## src/rtl/score_bcd_converter_if.sv

```systemverilog
// rtl/score_bcd_converter_if.sv - score input and BCD display outputs of the score converter
//
// Ports (signals):
//   score_count  binary score from the pipe controller (master -> slave)
//   score_BCD    current score, {hundreds, tens, units} BCD nibbles
//   hiscore_BCD  highest converted score since reset, same format
//   busy         conversion in progress
//   valid        one-cycle strobe when score_BCD/hiscore_BCD have just updated
//   saturated    last converted score exceeded the display range
interface score_bcd_converter_if #(
    parameter int BIN_WIDTH = 32
);
    logic [BIN_WIDTH-1:0] score_count;
    logic [11:0]          score_BCD;
    logic [11:0]          hiscore_BCD;
    logic                 busy;
    logic                 valid;
    logic                 saturated;

    modport master (
        output score_count,
        input  score_BCD, hiscore_BCD, busy, valid, saturated
    );

    modport slave (
        input  score_count,
        output score_BCD, hiscore_BCD, busy, valid, saturated
    );
endinterface

```

## src/rtl/score_bcd_converter.sv

```systemverilog
// rtl/score_bcd_converter.sv - sequential double-dabble score to BCD converter with hiscore tracking
//
// Ports:
//   clk  system clock
//   rst  synchronous reset, active-low
//   bus  slave side of score_bcd_converter_if (score_count in; BCD words, busy, valid, saturated out)
module score_bcd_converter #(
    parameter int BIN_WIDTH = 32,
    parameter int CONV_BITS = 10,
    parameter int MAX_SCORE = 999
) (
    input  logic                  clk,
    input  logic                  rst,
    score_bcd_converter_if.slave  bus
);
    localparam int CNT_W = $clog2(CONV_BITS);
    localparam logic [BIN_WIDTH-1:0] MAX_BIN  = BIN_WIDTH'(MAX_SCORE);
    localparam logic [CONV_BITS-1:0] MAX_CONV = CONV_BITS'(MAX_SCORE);
    localparam logic [CNT_W-1:0]     LAST_BIT = CNT_W'(CONV_BITS - 1);

    typedef enum logic [1:0] {
        IDLE  = 2'd0,
        SHIFT = 2'd1,
        DONE  = 2'd2
    } state_t;

    state_t               state;
    state_t               next_state;

    logic [BIN_WIDTH-1:0] last_score;
    logic [CONV_BITS-1:0] bin_sh;
    logic [CONV_BITS-1:0] bin_val;      // clipped value of the conversion in flight
    logic [CONV_BITS-1:0] hiscore_bin;
    logic [11:0]          bcd_sh;
    logic [11:0]          bcd_adj;
    logic [CNT_W-1:0]     bit_cnt;
    logic                 sat_flag;

    logic                 changed;
    logic                 over;
    logic [CONV_BITS-1:0] clipped;
    logic                 load;
    logic                 shift_en;
    logic                 done;

    assign changed = (bus.score_count != last_score);
    assign over    = (bus.score_count > MAX_BIN);
    assign clipped = over ? MAX_CONV : bus.score_count[CONV_BITS-1:0];

    // State register
    always_ff @(posedge clk) begin
        if (!rst) begin
            state <= IDLE;
        end else begin
            state <= next_state;
        end
    end

    // Next-state logic
    always_comb begin
        next_state = state;
        case (state)
            IDLE:    next_state = changed ? SHIFT : IDLE;
            SHIFT:   next_state = (bit_cnt == LAST_BIT) ? DONE : SHIFT;
            DONE:    next_state = IDLE;
            default: next_state = IDLE;
        endcase
    end

    // Per-state control decode
    always_comb begin
        load     = 1'b0;
        shift_en = 1'b0;
        done     = 1'b0;
        case (state)
            IDLE:    load     = changed;
            SHIFT:   shift_en = 1'b1;
            DONE:    done     = 1'b1;
            default: ;
        endcase
    end

    // Add-3 correction on every nibble that would overflow past 9 after doubling
    always_comb begin
        bcd_adj = bcd_sh;
        for (int i = 0; i < 3; i++) begin
            if (bcd_sh[4*i +: 4] >= 4'd5) begin
                bcd_adj[4*i +: 4] = bcd_sh[4*i +: 4] + 4'd3;
            end
        end
    end

    // Datapath and registered outputs; outputs only move in DONE so they never glitch mid-conversion
    always_ff @(posedge clk) begin
        if (!rst) begin
            last_score      <= '0;
            bin_sh          <= '0;
            bin_val         <= '0;
            hiscore_bin     <= '0;
            bcd_sh          <= '0;
            bit_cnt         <= '0;
            sat_flag        <= 1'b0;
            bus.score_BCD   <= '0;
            bus.hiscore_BCD <= '0;
            bus.busy        <= 1'b0;
            bus.valid       <= 1'b0;
            bus.saturated   <= 1'b0;
        end else begin
            bus.valid <= 1'b0;
            bus.busy  <= (next_state != IDLE);

            if (load) begin
                last_score <= bus.score_count;
                bin_sh     <= clipped;
                bin_val    <= clipped;
                sat_flag   <= over;
                bcd_sh     <= '0;
                bit_cnt    <= '0;
            end

            if (shift_en) begin
                bcd_sh  <= {bcd_adj[10:0], bin_sh[CONV_BITS-1]};
                bin_sh  <= {bin_sh[CONV_BITS-2:0], 1'b0};
                bit_cnt <= bit_cnt + 1'b1;
            end

            if (done) begin
                bus.score_BCD <= bcd_sh;
                bus.saturated <= sat_flag;
                bus.valid     <= 1'b1;
                if (bin_val > hiscore_bin) begin
                    hiscore_bin     <= bin_val;
                    bus.hiscore_BCD <= bcd_sh;
                end
            end
        end
    end
endmodule

```

## src/flat_wrapper.sv

```systemverilog
// flat-port wrapper written by rule: the top's interface ports become plain ports
module score_bcd_converter_flat 
#(
    parameter int BIN_WIDTH = 32,
    parameter int CONV_BITS = 10,
    parameter int MAX_SCORE = 999
)
  (clk, rst, bus_score_count, bus_score_BCD, bus_hiscore_BCD, bus_busy, bus_valid, bus_saturated);
  score_bcd_converter_if #(.BIN_WIDTH(BIN_WIDTH)) bus_i ();
  input  logic clk;
  input  logic rst;
  input wire logic [$bits(bus_i.score_count)-1:0] bus_score_count;
  output wire logic [$bits(bus_i.score_BCD)-1:0] bus_score_BCD;
  output wire logic [$bits(bus_i.hiscore_BCD)-1:0] bus_hiscore_BCD;
  output wire logic [$bits(bus_i.busy)-1:0] bus_busy;
  output wire logic [$bits(bus_i.valid)-1:0] bus_valid;
  output wire logic [$bits(bus_i.saturated)-1:0] bus_saturated;
  assign bus_i.score_count = bus_score_count;
  assign bus_score_BCD = bus_i.score_BCD;
  assign bus_hiscore_BCD = bus_i.hiscore_BCD;
  assign bus_busy = bus_i.busy;
  assign bus_valid = bus_i.valid;
  assign bus_saturated = bus_i.saturated;
  score_bcd_converter #(.BIN_WIDTH(BIN_WIDTH), .CONV_BITS(CONV_BITS), .MAX_SCORE(MAX_SCORE)) u_core (.clk(clk), .rst(rst), .bus(bus_i));
endmodule
```

## config.mk

```make
export PLATFORM = sky130hd
export DESIGN_NAME = score_bcd_converter_flat
export DESIGN_NICKNAME = d
export VERILOG_FILES = /design/src/rtl/score_bcd_converter_if.sv /design/src/rtl/score_bcd_converter.sv /design/src/flat_wrapper.sv
export SDC_FILE = /design/constraint.sdc
export NUM_CORES = 1
export LEC_CHECK = 0
export CAP_MARGIN = 5
export CORE_ASPECT_RATIO = 1.75
export CORE_MARGIN = 5
export CORE_UTILIZATION = 60
export DETAILED_ROUTE_END_ITERATION = 8
export DONT_BUFFER_PORTS = 1
export PLACE_DENSITY_LB_ADDON = 0.3
export SYNTH_ARGS = -nofsm -noshare
export SYNTH_HDL_FRONTEND = slang
export SYNTH_SLANG_ARGS = --single-unit
```

## constraint.sdc

```tcl
create_clock -name clk -period 5.3 [get_ports clk]
set_input_delay 0.53 -clock clk [delete_from_list [all_inputs] [get_ports clk]]
set_output_delay 0.53 -clock clk [all_outputs]
set_load 0.02 [all_outputs]
```

==> summary.txt, run 1 <==
Timing
  • F_max: 0.353 GHz
  • Final Hold Fails: 0
  • Crit share post-route: approximately 53%
  • Fin. max-slew vios: 0
  • Min cycle time layout: ~2.8 ns
  • RSZ-0062 raised after global routing: false
  • Setup violators final: 0
  • Clk_skew: around 0.0084 ns
  • TNS Setup: 0 ns
  • Slew Limit Headroom: between 20% and 30%
  • Setup ws final: 2.47 ns
  • Slew @ Worst Pin: around 1.1 ns

Floorplanning
  • Die X: around 78 um
  • Initial Utilization: around three fifths
  • Die area: around 0.01 mm2
  • # rows: between 40 and 50
  • I/O pin count: between 60 and 70
  • Core area: just under 0.008 mm2
  • Die height: roughly 130 um

GRT
  • Largest net degree at the start of global routing: just under 90
  • GR Util All Layers: 22.0%
  • Antenna violations before repair: 0
  • Final global-route overflow total: 0
  • First-pass GRT wire length: about 18000 um
  • Vias in the first global route: 3643

Route
  • Met2 routed WL: approximately 5700 um
  • Via count: ~3600
  • Wire length per cell: 17.4 um
  • Vias/cell: between 5 and 6
  • Remaining antenna violation count: 0
  • 1st-iter DRT viols: around 160
  • DR top layer: met4
  • Drt total wl: 10600 um
  • Met3 wire length: between 600 and 700 um
  • Drt pass-1 iters: 4
  • # DRC: 0
  • Metal1 wirelength: 4010 um

Yosys
  • Asr flop ratio synth: 0%
  • Seq/Total Area, Yosys: 44.4%
  • Net Count, Synth: 580
  • Synth top area share: between 40% and 50%
  • Seq cells post-synth: around 110
  • Synth Instances: about 530
  • Leading area contributor after synthesis: dfxtp_1
  • Yosys warning total: 0
  • Number of synthesized flops with an enable pin: 0
  • Post-Syn Area per Cell: 9.23 um2
  • Synth top area cells: dfxtp_1, mux2i_1, xor2_1
  • Mapped Area: 0.00487 mm2
  • Post-synth top flop: dfxtp_1
  • Post-synth top cells: dfxtp_1, nor2_1, mux2i_1, nand2_1
  • Post-synth cell types: 40
  • Count leader, synth: dfxtp_1

Worst setup path
  • CP Capture Type: register
  • Worst R2R Setup Slack: about 2.5 ns
  • Worst flop-to-flop path endpoint: u_core.last_score[20]$_SDFFE_PN0N_
  • Req. time, crit path: between 5 and 6 ns
  • Reg2Reg Launch Point: u_core.last_score[19]$_SDFFE_PN0N_
  • Peak fanout along the critical path: 32
  • Reg2reg path depth: 7
  • Startpoint Class: register
  • Critical path class: reg2reg
  • WP data arrival: between 3 and 4 ns

Clock network
  • Clk root buf: clkbuf_16
  • H-Tree Depth: 3
  • Clk sinks: between 100 and 150
  • Post-CTS Resized: 0
  • CTS tree: yes
  • Clock-pin slew on the worst setup and hold paths: 0.07 ns
  • Postcts setup bufs: 0
  • CTS Buf Count: 9
  • Hold_buf cts: 0
  • Worst-skew pair later-pin latency: between 0.3 and 0.4 ns
  • Clk buf depth: 2

Placement
  • Placed inst area: approximately 0.0049 mm2
  • HPWL Detailed: 7610 um
  • Pre-CTS setup slack: ~2.2 ns
  • I/O Buffers: 0
  • GP Congestion: 0.838
  • Placed Instances: 595

Worst hold path
  • Hold Crit Class: in2reg
  • Worst hold stages: 1
  • Worst Hold End: u_core.bin_sh[0]$_SDFFE_PP0N_
  • Source of the worst hold timing path: rst

Run status
  • Outcome: finished clean

Cells and area
  • Layout cells sized above 1: 6.53%
  • Fillers: 660
  • N_diodes: 0
  • Area grow syn2layout: 6.09%
  • Layout Cell Area excl Fill: 0.00517 mm2
  • Non-filler cells in the finished layout: just over 600
  • Final net count: around 570

Pwr
  • Max VDD drop: ~0.28 mV
  • Pwr dens: 312 mW/mm2
  • Static leakage: about 1.9 nW
  • PnR Total Power: 0.00161 W

Flow run
  • Maxcap violations: 0
where the power goes:
group / total, W / internal [W] / leakage, nW / switching (W)
clock: 0.000618 / 0.000330 / 0.129 / 0.000288
combinational: 0.000127 / 0.0000592 / 0.927 / 0.0000679
sequential: 0.000868 / 0.000843 / 0.884 / 0.0000249
total: 0.00161 / 0.00123 / 1.94 / 0.000380
cell usage in the layout, fill, tap and decap left out, types with 2 or more instances in the layout:
master,instances
dfxtp_1,108
nor2_1,66
mux2i_1,56
nand2_1,47
xor2_1,33
a21oi_1,33
inv_1,29
ha_1,18
nor4_1,13
nor3b_1,11
o21ai_0,10
clkbuf_16,9
o221a_2,8
nand4_1,7
nor3_1,7
o2111a_1,6
nand2b_1,6
o32ai_1,6
nand3_1,5
buf_4,5
o22ai_1,4
a31oi_1,4
mux2_2,3
xnor2_1,3
o21a_1,2
nor2b_1,2
a41oi_1,2
clkinvlp_4,2
clkbuf_1,2
clkinv_2,2
area by class of cell:
class                      count  area [um2]  area share [%]
multi-input combinational    362        2470            47.8
sequential                   108        2160            41.8
inverter                      30         113            2.18
tap                           90         113            2.18
timing repair buffer           5        37.5           0.726
clock buffer                  12         246            4.77
clock inverter                 4        25.0           0.484
worst max-delay path by stage:
stage | from | end | slack (ns)
after floorplan | bus_score_count[31] | u_core.bin_val[6]$_SDFFE_PN0N_ | 3.22
after global placement | bus_score_count[10] | u_core.last_score[13]$_SDFFE_PN0N_ | 2.24
after detailed placement | bus_score_count[25] | u_core.last_score[20]$_SDFFE_PN0N_ | 2.22
after CTS | u_core.last_score[19]$_SDFFE_PN0N_ | u_core.last_score[20]$_SDFFE_PN0N_ | 2.44
after global routing | u_core.last_score[21]$_SDFFE_PN0N_ | u_core.last_score[20]$_SDFFE_PN0N_ | 2.24
final | u_core.last_score[19]$_SDFFE_PN0N_ | u_core.last_score[20]$_SDFFE_PN0N_ | 2.47
through the flow:
step,util (%),hold WS (ns)
floorplan,-,0.432
global placement,61.9,0.452
detailed placement,61.9,0.460
CTS,65.3,0.296
global route,65.3,0.297
finish,65.3,0.308
layer usage:
layer  GRT usage, %  vias to the layer above
met1           23.5                     1742
li1               -                     1797
met4           9.15                        0
met2           40.3                       89
met5              0                        -
met3           5.70                       17
sequential cells by signal, indices dropped and copies added (netlist names):
signal	count
u_core.bit_cnt	4
u_core.bus.hiscore_BCD	12
u_core.bus.score_BCD	12
u_core.bus.busy	1
u_core.bin_val	10
u_core.bcd_sh	12
u_core.hiscore_bin	10
u_core.sat_flag	1
u_core.bus.saturated	1
u_core.bin_sh	10
u_core.bus.valid	1
u_core.last_score	32
u_core.state	2
critical path: stages, from the launching register on:
cell	delay [ns]
dfxtp_1	0.32
xor2_1	0.14
nor4_1	0.37
nand4_1	0.25
o21ai_4	0.90
buf_4	0.41
mux2i_1	0.23
nor2_1	0.05
cell families after synthesis:
family	share of synthesized area, %
flops	44.4
compound gates	11.5
xor+xnor	6.47
simple gates	15.8
mux	12.2
fa+ha+maj	4.62
buf+inv	5.03
Note: power is estimated with default switching activity, not from simulation.
==> run 2, diff against run 1 <==
Settings changed: ABC_AREA set to 1.
Clock period 5.3 ns to 2.9 ns, I/O delays scaled along.
==> run 2 against run 1 <==
  * Register-to-register slack got worse by 1.8 ns
  * Clock power rose by 93%
  * Design area rose by 5.3%
  * Combinational power rose by 140%
==> summary.txt, run 2 <==
Worst setup path
  • CP max-delay cell: nand2_1
  • CP most frequent cell: nand2_1
  • Crit-path leading delay family: simple AND/OR/NAND/NOR gates
  • WP data arrival: ~2.5 ns
  • Critical-path cell list: inv_1 -> ha_1 -> nand4_1 -> nor3_1 -> o21ai_0 -> o211ai_1 -> nand2_1 -> nand2_1 -> a21oi_1
  • CP max stage delay: around 0.49 ns
  • Peak fanout along the critical path: 22
  • Critical path class: reg2reg
  • Req. time, crit path: ~3.1 ns
  • Worst Path Buf+Inv: 1
  • CP Capture Type: register
  • Startpoint Class: register

Yosys
  • Synth top area cells: dfxtp_1, nand2_1, a21oi_1
  • Mapped Area: approximately 0.0051 mm2
  • Asr flop ratio synth: 0%
  • Leading area contributor after synthesis: dfxtp_1
  • Post-Syn Area per Cell: between 7 and 8 um2
  • Seq/Total Area, Yosys: 42.1%
  • Post-synth cell types: 31
  • Synth top area share: 42.1%
  • Yosys warning total: 0
  • Number of synthesized flops with an enable pin: 0
  • Net Count, Synth: about 770
  • Synth Instances: approximately 700
  • Seq cells post-synth: around 110
  • Post-synth top flop: dfxtp_1
  • Post-synth top cells: nand2_1, dfxtp_1, a21oi_1, nand3_1, inv_1
  • Count leader, synth: nand2_1

Clock network
  • Post-CTS Resized: 0
  • Clock-pin slew on the worst setup and hold paths: around 0.070 ns
  • Hold_buf cts: 0
  • Postcts setup bufs: 0
  • Clk buf depth: 2
  • Worst-skew pair later-pin latency: 0.35 ns
  • CTS tree: yes
  • CTS Buf Count: 9
  • Clk root buf: clkbuf_16
  • Clk sinks: approximately 110
  • H-Tree Depth: 3

Worst hold path
  • Hold Crit Class: in2reg

Timing
  • Fin. max-slew vios: 0
  • Slew @ Worst Pin: 0.741 ns
  • Worst hold margin: slightly above 0.07 ns
  • Setup ws final: around 0.65 ns
  • Setup violators final: 0
  • Crit share post-route: 77.5%
  • F_max: ~0.44 GHz
  • TNS Setup: 0 ns
  • Clk_skew: around 0.010 ns
  • Min cycle time layout: ~2.2 ns
  • Final Hold Fails: 0
  • Slew Limit Headroom: about half
  • RSZ-0062 raised after global routing: false

Floorplanning
  • Core area: slightly above 0.008 mm2
  • Die X: 80.0 um
  • # rows: 44
  • Die area: ~0.011 mm2
  • I/O pin count: 61
  • Die height: between 100 and 150 um
  • Initial Utilization: about three fifths

Route
  • Wire length per cell: between 10 and 15 um
  • Drt pass-1 iters: 5
  • 1st-iter DRT viols: 323
  • Remaining antenna violation count: 0
  • Vias/cell: approximately 5.5
  • Drt total wl: approximately 12000 um
  • # DRC: 0
  • Via count: 4473

Cells and area
  • Max reg flops: 32
  • Most common cell after layout, fill and taps aside: nand2_1
  • Largest Register: u_core.last_score
  • Layout cells sized above 1: roughly 5%
  • Commonest non-fill, non-tap cells in the layout: nand2_1, dfxtp_1, a21oi_1
  • Fillers: around 750
  • Final core utilization: between 60% and 70%
  • Final net count: between 700 and 800
  • N_diodes: 0
  • Area grow syn2layout: 5.79%

Pwr
  • Pwr dens: ~560 mW/mm2
  • Max VDD drop: approximately 0.39 mV
  • Static leakage: ~2.2 nW

GRT
  • Final global-route overflow total: 0
  • GR Util All Layers: ~23%
  • First-pass GRT wire length: 19500 um
  • Largest net degree at the start of global routing: 55
  • Antenna violations before repair: 0
  • Vias in the first global route: around 4300

Placement
  • I/O Buffers: 0
  • Pre-CTS setup slack: around 0.7 ns
  • GP Congestion: approximately 0.86
  • HPWL Detailed: about 8400 um

Run status
  • Outcome: finished clean

Flow run
  • Maxcap violations: 0
[run 2: cell count changes in the layout (fill, tap and decap cells not counted), sizes merged, moves of 11 or more]
cell,delta
nand2,+149
nand3,+63
a21oi,+56
mux2i,-56
inv,+35
xor2,-32
o21ai,+23
xnor2,+18
nor2,-17
nor4,-13
nor3b,-11
[run 2: per-layer routing]
layer,part of all wire (%),up-vias,track usage [%]
li1,-,2275,-
met5,0,-,0
met2,54,106,41.8
met3,4.6,26,4.35
met1,37,2066,24.2
met4,3.7,0,12.6
[run 2: path summary, 6_finish.rpt]
kind                                                          from                                     end  slack [ns]  cells past startpoint
worst max-delay path            u_core.hiscore_bin[9]$_SDFFE_PN0P_  u_core.bus.hiscore_BCD[4]$_SDFFE_PN0P_        0.65                      9
worst min-delay path                                           rst           u_core.bin_sh[4]$_SDFFE_PN0P_        0.07                      2
worst max register to register  u_core.hiscore_bin[9]$_SDFFE_PN0P_  u_core.bus.hiscore_BCD[4]$_SDFFE_PN0P_        0.65                      9
worst min register to register       u_core.bin_sh[0]$_SDFFE_PP0N_           u_core.bin_sh[0]$_SDFFE_PP0N_        0.46                      2
[run 2: layout make-up]
| cell class | count | area (um2) | area share (%) |
|---|---|---|---|
| clock buffer | 12 | 236 | 4.35 |
| clock inverter | 4 | 50.0 | 0.920 |
| inverter | 65 | 244 | 4.49 |
| multi-input combinational | 506 | 2540 | 46.7 |
| sequential | 108 | 2160 | 39.8 |
| tap | 115 | 144 | 2.65 |
| timing repair buffer | 8 | 60.1 | 1.10 |
[run 2: report_power, final]
| group | switching (W) | total (W) | internal [W] |
|---|---|---|---|
| combinational | 0.000184 | 0.000299 | 0.000115 |
| clock | 0.000520 | 0.00119 | 0.000669 |
| sequential | 0.0000414 | 0.00158 | 0.00154 |
| total | 0.000745 | 0.00307 | 0.00233 |
[run 2: worst register-to-register path, stage by stage, from the launching register on]
cell and delay, ns:
dfxtp_1 0.33, inv_1 0.05, ha_1 0.31, nand4_1 0.13, nor3_1 0.21, o21ai_0 0.14
o211ai_1 0.13, nand2_1 0.49, nand2_1 0.22, a21oi_1 0.09
[run 2: kinds of logic (layout without fill, tap and decap cells)]
group / after synthesis / count (layout) / share of synthesized area [%]
flip-flops: 108 / 108 / 42.1
XOR/XNOR: 22 / 22 / 3.75
AO/OA/AOI/OAI: 133 / 133 / 13.6
buffers and inverters: 99 / 89 / 8.54
adder cells (fa/ha/maj): 18 / 18 / 4.38
AND/OR/NAND/NOR: 333 / 333 / 27.7
[run 2: stage by stage]
| step | std cells | area, um2 | power [W] |
|---|---|---|---|
| final | 818 | 5440 | 0.00307 |
| after global routing | 818 | 5440 | 0.00319 |
| after floorplan | 713 | 5140 | 0.00187 |
| after detailed placement | 802 | 5150 | 0.00191 |
| after global placement | 802 | 5150 | 0.00190 |
| after CTS | 818 | 5440 | 0.00309 |
